`config.mk`:
```
export PLATFORM = sky130hd
export DESIGN_NAME = gyro_motion_tracker_flat
export DESIGN_NICKNAME = d
export VERILOG_FILES = /design/src/rtl/gyro_motion_tracker_if.sv /design/src/rtl/gyro_motion_tracker.sv /design/src/flat_wrapper.sv
export SDC_FILE = /design/constraint.sdc
export NUM_CORES = 1
export LEC_CHECK = 0
export ABC_AREA = 1
export ABC_CLOCK_PERIOD_IN_PS = 11610
export CORE_ASPECT_RATIO = 1.4
export CORE_MARGIN = 8
export CORE_UTILIZATION = 45
export CTS_CLUSTER_SIZE = 40
export DETAILED_ROUTE_END_ITERATION = 10
export SLEW_MARGIN = 30
export SYNTH_ARGS = -nofsm -noshare
export SYNTH_HDL_FRONTEND = slang
export SYNTH_SLANG_ARGS = --single-unit
export TNS_END_PERCENT = 30
```
`constraint.sdc`:
```
create_clock -name clk -period 11.61 [get_ports clk]
set_input_delay 1.7415 -clock clk [delete_from_list [all_inputs] [get_ports clk]]
set_output_delay 1.7415 -clock clk [all_outputs]
set_load 0.01 [all_outputs]
```
`src/rtl/gyro_motion_tracker_if.sv`:
```
// Handshake bundle between the gyro SPI front end (master) and the motion tracker (slave).
// It carries the sample triple and the control pulses in, and the angles and tilt flags out.
interface gyro_motion_tracker_if #(
  parameter int ACC_W = 24
) ();
  logic                    sample_valid;
  logic signed [15:0]      x_axis_data;
  logic signed [15:0]      y_axis_data;
  logic signed [15:0]      z_axis_data;
  logic                    recalibrate;
  logic                    zero_angle;
  logic                    cal_done;
  logic                    out_valid;
  logic signed [ACC_W-1:0] x_angle;
  logic signed [ACC_W-1:0] y_angle;
  logic signed [ACC_W-1:0] z_angle;
  logic [2:0]              tilt_pos;
  logic [2:0]              tilt_neg;

  modport master (
    output sample_valid, x_axis_data, y_axis_data, z_axis_data, recalibrate, zero_angle,
    input  cal_done, out_valid, x_angle, y_angle, z_angle, tilt_pos, tilt_neg
  );

  modport slave (
    input  sample_valid, x_axis_data, y_axis_data, z_axis_data, recalibrate, zero_angle,
    output cal_done, out_valid, x_angle, y_angle, z_angle, tilt_pos, tilt_neg
  );
endinterface

```
`src/rtl/gyro_motion_tracker.sv`:
```
// Gyro rate integrator: learns per-axis bias over a startup window, then integrates
// dead-zoned, bias-corrected rates into saturating angles with hysteretic tilt flags.
module gyro_motion_tracker #(
  parameter int CAL_LOG2  = 4,
  parameter int DEAD_ZONE = 16,
  parameter int ACC_W     = 24,
  parameter int TILT_ON   = 20000,
  parameter int TILT_OFF  = 10000
) (
  input logic                  clk,
  input logic                  rst,
  gyro_motion_tracker_if.slave bus
);
  localparam int SUM_W = 16 + CAL_LOG2;
  localparam logic signed [ACC_W-1:0] ON_P  = ACC_W'(TILT_ON);
  localparam logic signed [ACC_W-1:0] OFF_P = ACC_W'(TILT_OFF);
  localparam logic signed [ACC_W-1:0] ON_N  = -ACC_W'(TILT_ON);
  localparam logic signed [ACC_W-1:0] OFF_N = -ACC_W'(TILT_OFF);

  typedef enum logic {ST_CAL, ST_RUN} state_t;

  state_t                  state;
  logic [CAL_LOG2-1:0]     cnt;
  logic signed [SUM_W-1:0] sum    [3];
  logic signed [SUM_W-1:0] sum_nx [3];
  logic signed [15:0]      bias   [3];
  logic signed [15:0]      smp    [3];
  logic signed [ACC_W-1:0] ang    [3];
  logic signed [ACC_W-1:0] ang_nx [3];
  logic [2:0]              tp, tn, tp_nx, tn_nx;
  logic                    cal_done_q, out_valid_q;

  assign smp[0] = bus.x_axis_data;
  assign smp[1] = bus.y_axis_data;
  assign smp[2] = bus.z_axis_data;

  assign bus.cal_done  = cal_done_q;
  assign bus.out_valid = out_valid_q;
  assign bus.x_angle   = ang[0];
  assign bus.y_angle   = ang[1];
  assign bus.z_angle   = ang[2];
  assign bus.tilt_pos  = tp;
  assign bus.tilt_neg  = tn;

  // Bias-correct, dead-zone, then add with clamping instead of two's-complement wrap.
  function automatic logic signed [ACC_W-1:0] next_angle(
    input logic signed [ACC_W-1:0] a,
    input logic signed [15:0]      s,
    input logic signed [15:0]      b
  );
    logic signed [16:0]   d;
    logic [16:0]          mag;
    logic signed [ACC_W:0] acc;
    d   = {s[15], s} - {b[15], b};
    mag = d[16] ? 17'(-d) : 17'(d);
    if (mag <= 17'(DEAD_ZONE)) d = '0;
    acc = {a[ACC_W-1], a} + (ACC_W+1)'(d);
    if (acc[ACC_W] != acc[ACC_W-1])
      return acc[ACC_W] ? {1'b1, {(ACC_W-1){1'b0}}} : {1'b0, {(ACC_W-1){1'b1}}};
    return acc[ACC_W-1:0];
  endfunction

  always_comb begin
    // NOTE: defaults first so every path assigns every bit; otherwise a latch is inferred.
    tp_nx = tp;
    tn_nx = tn;
    for (int i = 0; i < 3; i++) begin
      sum_nx[i] = sum[i] + SUM_W'(smp[i]);
      ang_nx[i] = next_angle(ang[i], smp[i], bias[i]);
      if (ang_nx[i] >= ON_P)      tp_nx[i] = 1'b1;
      else if (ang_nx[i] < OFF_P) tp_nx[i] = 1'b0;
      if (ang_nx[i] <= ON_N)      tn_nx[i] = 1'b1;
      else if (ang_nx[i] > OFF_N) tn_nx[i] = 1'b0;
    end
  end

  // NOTE: sequential state uses <= only, so every register samples pre-edge values.
  always_ff @(posedge clk or posedge rst) begin
    if (rst) begin
      // NOTE: the small sum/bias arrays are reset too; calibration must never resume from stale data.
      state       <= ST_CAL;
      cnt         <= '0;
      cal_done_q  <= 1'b0;
      out_valid_q <= 1'b0;
      tp          <= '0;
      tn          <= '0;
      for (int i = 0; i < 3; i++) begin
        sum[i]  <= '0;
        bias[i] <= '0;
        ang[i]  <= '0;
      end
    end else begin
      out_valid_q <= 1'b0;
      if (bus.recalibrate) begin
        state      <= ST_CAL;
        cnt        <= '0;
        cal_done_q <= 1'b0;
        tp         <= '0;
        tn         <= '0;
        for (int i = 0; i < 3; i++) begin
          sum[i]  <= '0;
          bias[i] <= '0;
          ang[i]  <= '0;
        end
      end else begin
        case (state)
          ST_CAL: if (bus.sample_valid) begin
            if (cnt == '1) begin
              // Last sample of the window: latch floor average, leave it out of the angle.
              for (int i = 0; i < 3; i++) begin
                bias[i] <= 16'(sum_nx[i] >>> CAL_LOG2);
                sum[i]  <= '0;
              end
              cnt        <= '0;
              state      <= ST_RUN;
              cal_done_q <= 1'b1;
            end else begin
              for (int i = 0; i < 3; i++) sum[i] <= sum_nx[i];
              cnt <= cnt + 1'b1;
            end
          end
          ST_RUN: begin
            if (bus.zero_angle) begin
              for (int i = 0; i < 3; i++) ang[i] <= '0;
              tp          <= '0;
              tn          <= '0;
              out_valid_q <= 1'b1;
            end else if (bus.sample_valid) begin
              for (int i = 0; i < 3; i++) ang[i] <= ang_nx[i];
              tp          <= tp_nx;
              tn          <= tn_nx;
              out_valid_q <= 1'b1;
            end
          end
          default: state <= ST_CAL;
        endcase
      end
    end
  end
endmodule

```
`src/flat_wrapper.sv`:
```
// flat-port wrapper written by rule: the top's interface ports become plain ports
module gyro_motion_tracker_flat 
#(
  parameter int CAL_LOG2  = 4,
  parameter int DEAD_ZONE = 16,
  parameter int ACC_W     = 24,
  parameter int TILT_ON   = 20000,
  parameter int TILT_OFF  = 10000
)
  (clk, rst, bus_sample_valid, bus_x_axis_data, bus_y_axis_data, bus_z_axis_data, bus_recalibrate, bus_zero_angle, bus_cal_done, bus_out_valid, bus_x_angle, bus_y_angle, bus_z_angle, bus_tilt_pos, bus_tilt_neg);
  gyro_motion_tracker_if #(.ACC_W(ACC_W)) bus_i ();
  input logic clk;
  input logic rst;
  input wire logic [$bits(bus_i.sample_valid)-1:0] bus_sample_valid;
  input wire logic [$bits(bus_i.x_axis_data)-1:0] bus_x_axis_data;
  input wire logic [$bits(bus_i.y_axis_data)-1:0] bus_y_axis_data;
  input wire logic [$bits(bus_i.z_axis_data)-1:0] bus_z_axis_data;
  input wire logic [$bits(bus_i.recalibrate)-1:0] bus_recalibrate;
  input wire logic [$bits(bus_i.zero_angle)-1:0] bus_zero_angle;
  output wire logic [$bits(bus_i.cal_done)-1:0] bus_cal_done;
  output wire logic [$bits(bus_i.out_valid)-1:0] bus_out_valid;
  output wire logic [$bits(bus_i.x_angle)-1:0] bus_x_angle;
  output wire logic [$bits(bus_i.y_angle)-1:0] bus_y_angle;
  output wire logic [$bits(bus_i.z_angle)-1:0] bus_z_angle;
  output wire logic [$bits(bus_i.tilt_pos)-1:0] bus_tilt_pos;
  output wire logic [$bits(bus_i.tilt_neg)-1:0] bus_tilt_neg;
  assign bus_i.sample_valid = bus_sample_valid;
  assign bus_i.x_axis_data = bus_x_axis_data;
  assign bus_i.y_axis_data = bus_y_axis_data;
  assign bus_i.z_axis_data = bus_z_axis_data;
  assign bus_i.recalibrate = bus_recalibrate;
  assign bus_i.zero_angle = bus_zero_angle;
  assign bus_cal_done = bus_i.cal_done;
  assign bus_out_valid = bus_i.out_valid;
  assign bus_x_angle = bus_i.x_angle;
  assign bus_y_angle = bus_i.y_angle;
  assign bus_z_angle = bus_i.z_angle;
  assign bus_tilt_pos = bus_i.tilt_pos;
  assign bus_tilt_neg = bus_i.tilt_neg;
  gyro_motion_tracker #(.CAL_LOG2(CAL_LOG2), .DEAD_ZONE(DEAD_ZONE), .ACC_W(ACC_W), .TILT_ON(TILT_ON), .TILT_OFF(TILT_OFF)) u_core (.clk(clk), .rst(rst), .bus(bus_i));
endmodule
```
Yosys cells after proc, flatten, opt, wreduce, memory -nomap -nowiden
Index checks and enable logic that the tools add are counted.
Widths: inputs -> output; s select.

cells by class
  order comparisons = 15
  multiplexer cells = 66
  reduce and logical (&&, ||, !) cells = 19
  add/sub/neg operators = 13
  eq/ne operators = 5

operators with widths
  kind                  number
  $mux 72               4
  $mux 60               4
  $mux 24               9
  $mux 48               4
  $mux 17               6
  $add 24x17->25        3
  $ge 24x16->1 const B  3
  $gt 24x15->1 const B  3
  $le 24x16->1 const B  3
  $lt 24x15->1 const B  3
  $add 20x16->20        3
  $le 17x5->1 const B   3
  $neg 17->17           3
  $sub 16x16->17        3
  $mux 1                27
  $mux 3                8
  $reduce_bool 4->1     6
  $reduce_and 3->1      7
  $mux 4                4
  $reduce_bool 2->1     3
  $add 4x1->4 const B   1
  $eq 4x4->1 const B    1
  $reduce_and 2->1      2
  $ne 1x1->1            3
  2 further kinds       2

storage, ports and cells
  bits of input ports = 53
  register bits after elaboration = 193
  logic and storage cells = 137
  output and inout bits = 80

Depth between registers and ports, before layout
Gate-level depths: netlist of run 1.

  depth in word-level cells = 16
  mapped depth = 53
  depth with buffers taken out = 51

Worst setup path before layout of run 1
No wires, ideal clock.

  path kind = input port to flip-flop
  start point = input bus_z_axis_data[0]
  end point = register u_core.tp[2] (netlist: u_core.bus.tilt_pos[2])
  required time = 11.493 ns
  path buffers = 3
  arrival time = 7.162 ns
  slack = 4.331 ns
  library setup time = 0.117 ns
  cell stages on the path = 44
  path through = inv_1 ha_1 fa_1 inv_1 nand3_1 nand2_1 nand2_1 and2_1 inv_1 nand3_1 nor3_2 nand3_1 nand2_1 xnor2_1 nand3_1 nor2_1 nand2_1 nor2_4 (+8 left out) o311ai_0 xor2_1 inv_1 ha_1 clkbuf_1 inv_1 clkbuf_1 nand2_1 nand2_1 nand2_1 nor3_1 nand2_1 nand3_1 nand2_1 nand2_1 nand2_1 nand2_1 nand2_1

between the ends
  cells in the longest elaborated chain, start to end = 15
  elaborated cells on any way between the ends = 20
  classes of those cells = add/sub (3); order compare (3); eq/ne (1); mux (11); reduce/logical (2)

RTL lines
  what                                   RTL line                                              RTL
  start, declared                        flat_wrapper.sv:17                                    input wire logic [$bits(bus_i.z_axis_data)-1:0] bus_z_axis_data;
  $sub 16x16->17 (*)                     gyro_motion_tracker.sv:54                             d = {s[15], s} - {b[15], b};
  $neg 17->17                            gyro_motion_tracker.sv:55                             mag = d[16] ? 17'(-d) : 17'(d);
  $mux 17                                gyro_motion_tracker.sv:55
  $le 17x5->1                            gyro_motion_tracker.sv:56                             if (mag <= 17'(DEAD_ZONE)) d = '0;
  $mux 17 (*)                            gyro_motion_tracker.sv:56
  $add 24x17->25 (*)                     gyro_motion_tracker.sv:57                             acc = {a[ACC_W-1], a} + (ACC_W+1)'(d);
  $mux 24 or $ne 1x1->1 (tied branches)  gyro_motion_tracker.sv:59, gyro_motion_tracker.sv:58
  $mux 24 or $mux 1 (tied branches)      gyro_motion_tracker.sv:58                             if (acc[ACC_W] != acc[ACC_W-1])
  $mux 24 (*)                            gyro_motion_tracker.sv:60                             return acc[ACC_W-1:0];
  $ge 24x16->1                           gyro_motion_tracker.sv:70                             if (ang_nx[i] >= ON_P) tp_nx[i] = 1'b1;
  $mux 1                                 gyro_motion_tracker.sv:70
  $mux 3                                 gyro_motion_tracker.sv:128                            end else if (bus.sample_valid) begin
  $mux 3                                 gyro_motion_tracker.sv:123                            if (bus.zero_angle) begin
  $mux 3                                 gyro_motion_tracker.sv:106                            case (state)
  $mux 3                                 gyro_motion_tracker.sv:94                             if (bus.recalibrate) begin
  end signal, assigned                   gyro_motion_tracker.sv:130                            tp <= tp_nx;
  end, declared                          gyro_motion_tracker.sv:30                             logic [2:0] tp, tn, tp_nx, tn_nx;

Mark *: on every way between the ends. The rest lies on a longest branch, timed or not. The select of a mux whose other input is x is not followed.
A chain may end at the register's enable or synchronous reset.

Worst setup path after layout of run 1
Same ends and word-level chain as after synthesis.

==> out/qor.log, run 1 <==
INFO  place          numPlacedInstances=3775
INFO  detailed_routing route.vias.total=20.73k
INFO  grt            antenna_violations_before_repair=0
INFO  die            placement_rows=92
INFO  pwr            pwr_density_cell=263.3nW/µm²
INFO  die            die_height=267.3µm
INFO  worst_setup_path startpoint=bus_z_axis_data[0]
INFO  final_layout   layout-drive-gt1-share=0.03888
INFO  worst_setup_path endpoint_kind=register
INFO  place          dp_hpwl=52.18mm
INFO  die            floorplan.initialDensity=0.4533
INFO  timing         fmaxAchievable=108.8MHz
INFO  timing         final.hold.worst_slack=0.4768ns
INFO  timing         final_max_slew_viol_count=0
INFO  worst_setup_path critical_path_data_arrival_time=9.57ns
INFO  synthesis      synth-async-reset-ratio=1.000
INFO  clock_network  cts-buffers-inserted=17
INFO  detailed_routing drt-vias-per-instance=5.449
INFO  final_layout   finalNetCount=3475
INFO  place          gpl.final_weighted_congestion=0.9499
INFO  worst_setup_path cp-start-kind=input port
INFO  grt            grt_pass1_vias=20.44k
INFO  detailed_routing drt-wirelength-per-cell=16.91µm
INFO  worst_setup_path reg2reg_from=u_core.bias[0]
INFO  final_layout   post_layout_nonfiller_instances=3805
INFO  die            die_boundary_width=195.5µm
INFO  grt            grt.total_usage=0.2443
INFO  synthesis      synth.cell_area=20300µm²
INFO  clock_network  cts_setup_buffers=0
INFO  worst_setup_path cpMaxStageDelayCell=sky130_fd_sc_hd__nand3_1
INFO  synthesis      yosysWarningCount=0
INFO  die            pin_count=133
INFO  grt            grt_start_max_net_pins=128
INFO  final_layout   fill_cell_count=4628
INFO  worst_setup_path worst-endpoint-required=11.99ns
INFO  worst_hold_path hold_class=reg -> reg
INFO  clock_network  cts.hold.buffers_added=0
INFO  clock_network  cts-htree-levels=4
INFO  synthesis      netlist.top_cell.by_area=sky130_fd_sc_hd__dfrtp_1
INFO  final_layout   diodes=0
INFO  clock_network  clkSlewWorstSetupHoldPaths=0.08ns
INFO  die            floorplan.die_area=52250µm²
INFO  timing         setup_repair_after_global_routing_missed_its_margin=no
INFO  synthesis      netlist_instances=3126
INFO  place          portBuffers=132
INFO  worst_setup_path worst_path_most_repeated_cell=sky130_fd_sc_hd__nand2_1
INFO  final_layout   area.growth.synth_to_final=11.89%
INFO  grt            grt_pass1_wl=104.1mm
INFO  clock_network  cts_tree=built
INFO  clock_network  clock_latency=0.48ns
INFO  timing         timing.max_slew.rel_slack=0.4418
INFO  worst_setup_path critical_path.max_stage_delay=0.64ns
INFO  synthesis      synth.ff_latch_count=193
INFO  synthesis      synth_enable_flop_cells=0
INFO  outcome        status=complete, no violations
INFO  timing         skew=0.01615ns
INFO  detailed_routing initialDrtViolationCount=1193
INFO  timing         worstMarginPinSlew=0.8373ns
INFO  pwr            power.static_leakage=11.72nW
INFO  final_layout   layout.cells.most_common=sky130_fd_sc_hd__nand2_1
INFO  timing         layout_worst_path_cycle_share=0.7918
INFO  clock_network  clkSinkCount=193
INFO  synthesis      top_ff_cell_synth=sky130_fd_sc_hd__dfrtp_1
INFO  detailed_routing number_of_search_and_repair_iterations_in_the_first_detailed_routing_pass=8
INFO  synthesis      netlist.area_leader.share=0.2379
INFO  worst_setup_path critPathBufInv=5
INFO  timing         final_hold_viol_count=0
INFO  pwr            worst_ir_drop_vdd=0.0001274V
INFO  final_layout   most_frequent_cells_in_the_layout=sky130_fd_sc_hd__nand2_1 (897), sky130_fd_sc_hd__inv_1 (387), sky130_fd_sc_hd__nor2_1 (297)
INFO  synthesis      syn_area_per_cell=6.493µm²
INFO  synthesis      synth.lib_cells_used.distinct=59
INFO  worst_hold_path hold_path.startpoint=u_core.bus.tilt_pos[2]
INFO  detailed_routing route.antenna.remaining_nets=0
INFO  timing         final-setup-viol-count=0
INFO  detailed_routing drt_drc_violations_left=0
INFO  detailed_routing drt_wl_total=64.35mm
INFO  worst_setup_path critPathKind=in -> reg
INFO  timing         setup-tns-final=0ns
INFO  die            core_region_area=44780µm²
INFO  timing         period_needed=9.192ns
INFO  synthesis      syn_nets=3371
INFO  clock_network  cts-root-to-sink-buffers=2
INFO  grt            grt-ovfl-total=0
INFO  clock_network  buffer_type_at_the_clock_tree_root=sky130_fd_sc_hd__clkbuf_16
INFO  worst_setup_path critical-path-top-delay-family=simple AND/OR/NAND/NOR gates
INFO  worst_setup_path worst-path-max-fanout=21
INFO  synthesis      synth_top_cells_by_area=sky130_fd_sc_hd__dfrtp_1 (24%), sky130_fd_sc_hd__nand2_1 (17%), sky130_fd_sc_hd__ha_1 (11%)
INFO  job            timing.max_cap.violations=0
INFO  synthesis      yosysSeqAreaShare=0.2379
INFO  clock_network  cts-resized-gates=0
==> final cells by class <==
| class | count | area (µm²) | share of cell area |
|---|---|---|---|
| clock buffer | 20 | 456.7 | 0.02011 |
| clock inverter | 10 | 102.6 | 0.004518 |
| inverter | 401 | 1519 | 0.06688 |
| multi-input combinational | 2476 | 13700 | 0.6034 |
| sequential | 193 | 4830 | 0.2127 |
| tap | 564 | 705.7 | 0.03107 |
| timing repair buffer | 141 | 1393 | 0.06132 |
==> metal layers <==
metal / global-route usage / up-vias / share of wire
met4: 0.1063 / 0 / 0.043
met3: 0.03017 / 124 / 0.038
li1: - / 10499 / -
met1: 0.2846 / 9619 / 0.42
met5: 0 / - / 0
met2: 0.4441 / 491 / 0.50
==> per-stage QoR <==
stage | setup slack [ns] | area (µm²) | power, W | utilization
after floorplan | 4.331 | 20300 | 0.004323 | -
after global placement | 2.188 | 22140 | 0.005293 | 0.4945
after detailed placement | 1.993 | 22140 | 0.005348 | 0.4945
after CTS | 2.491 | 22700 | 0.005971 | 0.5070
after global routing | 1.616 | 22710 | 0.006603 | 0.5072
final | 2.418 | 22710 | 0.005980 | 0.5072
==> cells by family after synthesis <==
kind of cell               after synthesis  share of synthesized area
AOI/OAI and AO/OA                      528                     0.1507
xor gates and xnor gates               139                    0.06442
adders and majority gates              192                     0.1217
buffers and inverters                  457                    0.08809
DFF                                    193                     0.2379
muxes                                    1                  0.0004932
and+or+nand+nor                       1616                     0.3367
==> flip-flops by register name (all words and copies together) (netlist names) <==
name / flops
u_core.bus.x_angle: 24
u_core.bus.tilt_pos: 3
u_core.bus.y_angle: 24
u_core.state: 1
u_core.cnt: 4
u_core.bus.tilt_neg: 3
u_core.bus.cal_done: 1
u_core.bias: 48
u_core.sum: 60
u_core.bus.z_angle: 24
u_core.bus.out_valid: 1
==> cells in the mapped netlist (12+ instances only) <==
cell                       count
sky130_fd_sc_hd__nand2_2      13
sky130_fd_sc_hd__inv_1       389
sky130_fd_sc_hd__nand3_1     223
sky130_fd_sc_hd__a22o_1       17
sky130_fd_sc_hd__inv_2        12
sky130_fd_sc_hd__o22ai_1      33
sky130_fd_sc_hd__or2_2        14
sky130_fd_sc_hd__nor2_1      301
sky130_fd_sc_hd__a21oi_1     181
sky130_fd_sc_hd__dfrtp_1     193
sky130_fd_sc_hd__xnor2_1      47
sky130_fd_sc_hd__o21ai_0     192
sky130_fd_sc_hd__clkbuf_1     36
sky130_fd_sc_hd__o21bai_1     12
sky130_fd_sc_hd__nand2_1     897
sky130_fd_sc_hd__a21o_1       13
sky130_fd_sc_hd__ha_1        183
sky130_fd_sc_hd__nand4_1      67
sky130_fd_sc_hd__nor3_1       48
sky130_fd_sc_hd__a32o_1       15
sky130_fd_sc_hd__xor2_1       80
==> worst register-to-register path, delay by kind of cell (launching register included) <==
kind,cells,cell delay (ns)
AND/OR/NAND/NOR,29,4.10
adder cells (fa/ha/maj),4,1.72
AO/OA/AOI/OAI,2,0.63
buffers and inverters,3,0.43
flip-flops,1,0.39
XOR/XNOR,2,0.39
==> where the power goes <==
part,switching [W],internal [W],total [W]
Sequential,0.0000680,0.000816,0.000884
Combinational,0.00305,0.00145,0.00449
Clock,0.000294,0.000308,0.000601
Total,0.00341,0.00257,0.00598
==> final timing paths <==
kind,end,slack [ns],cells past startpoint
max,u_core.bus.tilt_pos[2],2.42,42
min reg2reg,u_core.bus.tilt_pos[2],0.48,2
min,u_core.bus.tilt_pos[2],0.48,2
min in group asynchronous,u_core.bus.y_angle[7],1.77,2
max reg2reg,u_core.bus.tilt_pos[2],3.84,40
max in group asynchronous,u_core.sum[43],8.71,3
Power figures use the tool's default switching activity.
==> inputs of run 2 (changes only) <==
Settings changed: ABC_CLOCK_PERIOD_IN_PS 11610 to 9300.
Clock period 11.61 ns to 9.3 ns, I/O delays scaled along.
==> run 2 against run 1 <==
Cell area rose by 0.15%. Setup slack got worse by 1.5 ns. Routed wire length decreased by 0.63%. Die area stayed put. Utilization grew 0.078 points. Power up 25%. Clock skew decreased by 0.0038 ns. Clock power rose by 21%.
==> out/qor.log, run 2 (synthesized netlist as in run 1, its figures left out) <==
INFO  outcome        status=complete, no violations
INFO  worst_setup_path critPathKind=in -> reg
INFO  final_layout   finalNetCount=3480 [+0.14%]
INFO  detailed_routing number_of_search_and_repair_iterations_in_the_first_detailed_routing_pass=8 [unchanged]
INFO  detailed_routing drt-vias-per-instance=5.473 [+0.44%]
INFO  clock_network  cts_tree=built
INFO  final_layout   area.growth.synth_to_final=12.06%
INFO  final_layout   layout.cells.most_common=sky130_fd_sc_hd__nand2_1
INFO  timing         final_hold_viol_count=0 [unchanged]
INFO  worst_setup_path cpMaxStageDelayCell=sky130_fd_sc_hd__clkdlybuf4s50_1
INFO  timing         layout_worst_path_cycle_share=0.9011
INFO  pwr            worst_ir_drop_vdd=0.0001791V [+41%]
INFO  worst_hold_path hold_class=reg -> reg
INFO  detailed_routing drt_wl_total=63.94mm [-0.63%]
INFO  timing         final_max_slew_viol_count=0 [unchanged]
INFO  worst_setup_path cp-start-kind=input port
INFO  clock_network  cts-root-to-sink-buffers=2 [unchanged]
INFO  clock_network  cts-resized-gates=0 [unchanged]
INFO  clock_network  cts-htree-levels=4 [unchanged]
INFO  worst_setup_path critical_path_data_arrival_time=8.79ns [-0.78 ns]
INFO  timing         final.hold.worst_slack=0.4824ns [+0.005626 ns]
INFO  die            pin_count=133 [unchanged]
INFO  timing         fmaxAchievable=119.3MHz
INFO  worst_setup_path critical-path-top-delay-family=simple AND/OR/NAND/NOR gates
INFO  worst_setup_path endpoint_kind=register
INFO  timing         final-setup-viol-count=0 [unchanged]
INFO  grt            grt-ovfl-total=0 [unchanged]
INFO  pwr            power.static_leakage=11.74nW [+0.18%]
INFO  final_layout   largest_register_ffs=60 [unchanged]
INFO  final_layout   post_layout_nonfiller_instances=3810 [+0.13%]
INFO  detailed_routing initialDrtViolationCount=1095 [-8.2%]
INFO  grt            antenna_violations_before_repair=0 [unchanged]
INFO  die            die_height=267.3µm [unchanged]
INFO  place          portBuffers=132 [unchanged]
INFO  place          numPlacedInstances=3779 [+0.11%]
INFO  timing         timing.max_slew.rel_slack=0.4658 [+0.02402]
INFO  place          dp_hpwl=52.09mm [-0.17%]
INFO  worst_setup_path worst-endpoint-required=9.71ns [-2.28 ns]
INFO  worst_setup_path critPathBufInv=6 [+1]
INFO  die            die_boundary_width=195.5µm [unchanged]
INFO  grt            grt_pass1_vias=20.31k [-0.64%]
INFO  job            timing.max_cap.violations=0 [unchanged]
INFO  grt            gr-usage-met3=0.02464 [-0.005532]
INFO  detailed_routing drt-wirelength-per-cell=16.78µm [-0.76%]
INFO  detailed_routing route.vias.total=20.85k [+0.57%]
INFO  worst_setup_path critical_path.max_stage_delay=0.49ns [-0.15 ns]
INFO  die            placement_rows=92 [unchanged]
INFO  worst_setup_path worst_path_most_repeated_cell=sky130_fd_sc_hd__nand2_1
INFO  pwr            total_power=0.007457W [+25%]
INFO  final_layout   diodes=0 [unchanged]
INFO  final_layout   top_register=u_core.sum
INFO  grt            grt_pass1_wl=102.5mm [-1.5%]
INFO  timing         period_needed=8.380ns
INFO  clock_network  cts_setup_buffers=0 [unchanged]
INFO  final_layout   layout-drive-gt1-share=0.04067 [+0.001789]
INFO  die            core_region_area=44780µm² [unchanged]
INFO  clock_network  clkSinkCount=193 [unchanged]
INFO  final_layout   utilization=0.5080 [+0.0007830]
INFO  detailed_routing drt_drc_violations_left=0 [unchanged]
INFO  worst_setup_path worst-path-max-fanout=17 [-19%]
INFO  clock_network  clkSlewWorstSetupHoldPaths=0.08ns [about the same]
INFO  grt            grt.total_usage=0.2413 [-0.002966]
INFO  clock_network  clock_latency=0.47ns [about the same]
INFO  timing         setup-tns-final=0ns [unchanged]
INFO  timing         worstMarginPinSlew=0.8004ns [-0.03697 ns]
INFO  grt            grt.met2_usage=0.4338 [-0.01022]
INFO  timing         setup_repair_after_global_routing_missed_its_margin=no
INFO  die            floorplan.initialDensity=0.4533 [unchanged]
INFO  die            floorplan.die_area=52250µm² [unchanged]
INFO  place          gpl.final_weighted_congestion=0.9649 [+1.6%]
INFO  grt            globalRouteMet1Util=0.2795 [-0.005040]
INFO  clock_network  cts.hold.buffers_added=0 [unchanged]
INFO  detailed_routing route.antenna.remaining_nets=0 [unchanged]
INFO  timing         skew=0.01238ns [-0.003777 ns]
INFO  clock_network  buffer_type_at_the_clock_tree_root=sky130_fd_sc_hd__clkbuf_16
INFO  final_layout   layout_top_registers=u_core.sum (60), u_core.bias (48)
INFO  clock_network  cts-buffers-inserted=17 [unchanged]
INFO  final_layout   most_frequent_cells_in_the_layout=sky130_fd_sc_hd__nand2_1 (897), sky130_fd_sc_hd__inv_1 (387), sky130_fd_sc_hd__nor2_1 (297)
INFO  grt            grt_start_max_net_pins=119 [-7.0%]
INFO  grt            gr-max-usage-layer=met2
INFO  pwr            pwr_density_cell=327.8nW/µm² [+24%]
run 2: per-layer routing:
layer	wire, µm	share of wire	vias to the layer above
met4	3161	0.049	0
met5	0	0	-
met1	27030	0.42	9689
li1	-	-	10515
met3	2175	0.034	137
met2	31570	0.49	510
run 2: final timing paths:
| path | slack, ns | cells after the start | end | startpoint |
|---|---|---|---|---|
| max | 0.92 | 42 | u_core.bus.tilt_pos[2] | bus_z_axis_data[0] |
| min | 0.48 | 2 | u_core.bus.tilt_pos[0] | u_core.bus.tilt_pos[0] |
| max reg2reg | 2.01 | 40 | u_core.bus.tilt_pos[2] | u_core.bias[0] |
| min reg2reg | 0.48 | 2 | u_core.bus.tilt_pos[0] | u_core.bus.tilt_pos[0] |
| max in group asynchronous | 7.01 | 3 | u_core.bus.z_angle[19] | rst |
| min in group asynchronous | 1.30 | 2 | u_core.sum[25] | rst |
run 2: stage by stage:
step	setup WS (ns)	instance area, µm²
floorplan	2.368	20300
global placement	0.7434	22170
detailed placement	0.5305	22180
CTS	1.013	22720
global route	0.07594	22750
finish	0.9195	22750
run 2: tightest hold or removal path, cell delays in order (launching register included):
cell                      delay, ns
sky130_fd_sc_hd__dfrtp_1       0.35
sky130_fd_sc_hd__nand2_1       0.05
sky130_fd_sc_hd__nand2_1       0.05
run 2: final cells by class:
cell class	count	area, µm²
multi-input combinational	2476	13700
tap	564	705.7
fill	4658	22030
timing repair buffer	146	1450
inverter	401	1514
clock inverter	12	102.6
sequential	193	4830
clock buffer	18	439.2
run 2: power by group:
group | switching [W] | internal [W] | leakage [nW]
combinational | 0.00380 | 0.00182 | 8.89
clock | 0.000372 | 0.000353 | 0.259
sequential | 0.0000846 | 0.00102 | 2.59
total | 0.00426 | 0.00320 | 11.7
==> inputs of run 3 (changes only) <==
==> constraint.sdc (replaced) <==
create_clock -name clk -period 9.3 [get_ports clk]
set_input_delay 2.79 -clock clk [delete_from_list [all_inputs] [get_ports clk]]
set_output_delay 2.79 -clock clk [all_outputs]
set_load 0.01 [all_outputs]
==> run 3 against run 2 <==
Die area unchanged. Clock power up 7.9%. Via count up 1.3%. Sequential power about the same. Flip-flop and latch count unchanged. Clock skew up 0.0012 ns. Global-route usage up 0.68 points. Register-to-register slack better by 1.0 ns. Combinational power up 15%.
==> out/qor.log, run 3 (synthesized netlist as in run 1, its figures left out) <==
INFO  clock_network  cts_tree=built
INFO  final_layout   largest_register_ffs=60 [unchanged]
INFO  timing         worstMarginPinSlew=0.8255ns [+0.02517 ns]
INFO  pwr            worst_ir_drop_vdd=0.0001758V [-1.8%]
INFO  die            die_boundary_width=195.5µm [unchanged]
INFO  pwr            total_power=0.008346W [+12%]
INFO  clock_network  clkSlewWorstSetupHoldPaths=0.08ns [about the same]
INFO  timing         timing.max_slew.rel_slack=0.4497 [-0.01616]
INFO  die            pin_count=133 [unchanged]
INFO  final_layout   multi_input_area=13790µm² [+0.61%]
INFO  place          portBuffers=132 [unchanged]
INFO  die            core_region_area=44780µm² [unchanged]
INFO  worst_setup_path critPathKind=in -> reg
INFO  clock_network  cts-root-to-sink-buffers=2 [unchanged]
INFO  detailed_routing route.vias.total=21.13k [+1.3%]
INFO  place          dp_hpwl=54.01mm [+3.7%]
INFO  timing         fmaxAchievable=114.6MHz [-4.0%]
INFO  worst_setup_path worst-endpoint-required=9.71ns [about the same]
INFO  final_layout   finalNetCount=3639 [+4.6%]
INFO  worst_setup_path critical_path_data_arrival_time=9.14ns [+0.35 ns]
INFO  clock_network  clkSinkCount=193 [unchanged]
INFO  grt            grt-ovfl-total=0 [unchanged]
INFO  timing         final-setup-viol-count=0 [unchanged]
INFO  grt            antenna_violations_before_repair=0 [unchanged]
INFO  place          gpl.final_weighted_congestion=0.9268 [-3.9%]
INFO  clock_network  buffer_type_at_the_clock_tree_root=sky130_fd_sc_hd__clkbuf_16
INFO  final_layout   layout-drive-gt1-share=0.09070 [+0.05003]
INFO  timing         final_max_slew_viol_count=0 [unchanged]
INFO  detailed_routing drt_drc_violations_left=0 [unchanged]
INFO  outcome        status=complete, no violations
INFO  grt            grt.total_usage=0.2481 [+0.006777]
INFO  pwr            pwr_density_cell=345.8nW/µm² [+5.5%]
INFO  detailed_routing drt_wl_total=65.69mm [+2.7%]
INFO  final_layout   regArea=4830µm² [unchanged]
INFO  final_layout   layout.cells.most_common=sky130_fd_sc_hd__nand2_1
INFO  timing         final.hold.worst_slack=0.4915ns [+0.009154 ns]
INFO  detailed_routing drt-vias-per-instance=5.321 [-2.8%]
INFO  timing         skew=0.01353ns [+0.001156 ns]
INFO  worst_setup_path worst-path-max-fanout=13 [-4]
INFO  final_layout   utilization=0.5390 [+0.03107]
INFO  clock_network  cts-htree-levels=4 [unchanged]
INFO  die            placement_rows=92 [unchanged]
INFO  worst_setup_path endpoint_kind=register
INFO  die            floorplan.initialDensity=0.4533 [unchanged]
INFO  clock_network  cts_setup_buffers=0 [unchanged]
INFO  clock_network  cts-buffers-inserted=17 [unchanged]
INFO  detailed_routing drt-wirelength-per-cell=16.54µm [-1.4%]
INFO  worst_setup_path critical_path.max_stage_delay=0.49ns [about the same]
INFO  detailed_routing number_of_search_and_repair_iterations_in_the_first_detailed_routing_pass=6 [-2]
INFO  final_layout   area.growth.synth_to_final=18.92%
INFO  die            die_height=267.3µm [unchanged]
INFO  final_layout   top_register=u_core.sum
INFO  pwr            power.static_leakage=12.57nW [+7.0%]
INFO  worst_hold_path hold_class=reg -> reg
INFO  grt            grt_start_max_net_pins=124 [+4.2%]
INFO  detailed_routing route.antenna.remaining_nets=0 [unchanged]
INFO  timing         layout_worst_path_cycle_share=0.9383 [+0.03715]
INFO  grt            grt_pass1_wl=105.3mm [+2.8%]
INFO  timing         final_hold_viol_count=0 [unchanged]
INFO  die            floorplan.die_area=52250µm² [unchanged]
INFO  final_layout   fill_cell_count=4529 [-2.8%]
INFO  job            timing.max_cap.violations=0 [unchanged]
INFO  timing         setup_repair_after_global_routing_missed_its_margin=yes
INFO  worst_setup_path cpMaxStageDelayCell=sky130_fd_sc_hd__clkdlybuf4s50_1
INFO  final_layout   layout_top_registers=u_core.sum (60), u_core.bias (48)
INFO  timing         period_needed=8.726ns [+0.3454 ns]
INFO  detailed_routing initialDrtViolationCount=1048 [-4.3%]
INFO  final_layout   diodes=0 [unchanged]
INFO  grt            grt_pass1_vias=20.97k [+3.2%]
INFO  worst_setup_path worst_path_most_repeated_cell=sky130_fd_sc_hd__nand2_1
INFO  worst_setup_path cp-start-kind=input port
INFO  clock_network  clock_latency=0.48ns [about the same]
INFO  final_layout   most_frequent_cells_in_the_layout=sky130_fd_sc_hd__nand2_1 (896), sky130_fd_sc_hd__inv_1 (387), sky130_fd_sc_hd__nor2_1 (291)
-- run 3: worst max-delay path: cells and delay by family --
kind	cells	cell delay, ns
adders and majority gates	5	1.64
buffers and inverters	8	1.31
and+or+nand+nor	30	2.93
xor gates and xnor gates	1	0.16
AOI/OAI and AO/OA	2	0.29
-- run 3: timing repair --
item,CTS,global route
hold endpoints to repair,0,0
setup endpoints to repair,0,5
resized for setup,0,22
hold buffers,0,0
-- run 3: final timing paths --
kind	from	to	slack, ns	depth (start not counted)
max	bus_z_axis_data[0]	u_core.bus.tilt_pos[2]	0.57	46
min	u_core.bus.tilt_neg[2]	u_core.bus.tilt_neg[2]	0.49	2
max reg2reg	u_core.bias[0]	u_core.bus.tilt_pos[2]	3.05	44
min reg2reg	u_core.bus.tilt_neg[2]	u_core.bus.tilt_neg[2]	0.49	2
max in group asynchronous	rst	u_core.bus.x_angle[18]	5.45	3
min in group asynchronous	rst	u_core.bias[17]	2.75	2
-- run 3: routing by layer --
layer / vias to the layer above / wire, µm / track usage
li1: 10875 / - / -
met1: 9745 / 28040 / 0.2835
met2: 395 / 33070 / 0.4580
met3: 114 / 1779 / 0.02452
met4: 0 / 2810 / 0.1176
met5: - / 0 / 0
-- run 3: power breakdown --
group          internal [W]  switching [W]
sequential          0.00102      0.0000843
combinational       0.00247        0.00399
clock              0.000396       0.000386
-- run 3: layout make-up --
class                   count  share of cell area
multi-input cells        2476              0.5712
clock inverters            12            0.005806
clock buffers              20             0.01892
flip-flops and latches    193              0.2001
inverters                 401             0.06309
well taps                 564             0.02924
repair buffers            305              0.1116
-- run 3: stage by stage --
step	cells	TNS, ns	instance area [µm²]	setup slack, ns
finish	3971	0	24140	0.5741
global route	3971	-0.06465	24140	-0.03174
CTS	3971	0	24040	0.4528
detailed placement	3939	-0.07188	23450	-0.04377
global placement	3938	-0.0002798	23420	-0.0002798
floorplan	3126	0	20300	0.9726
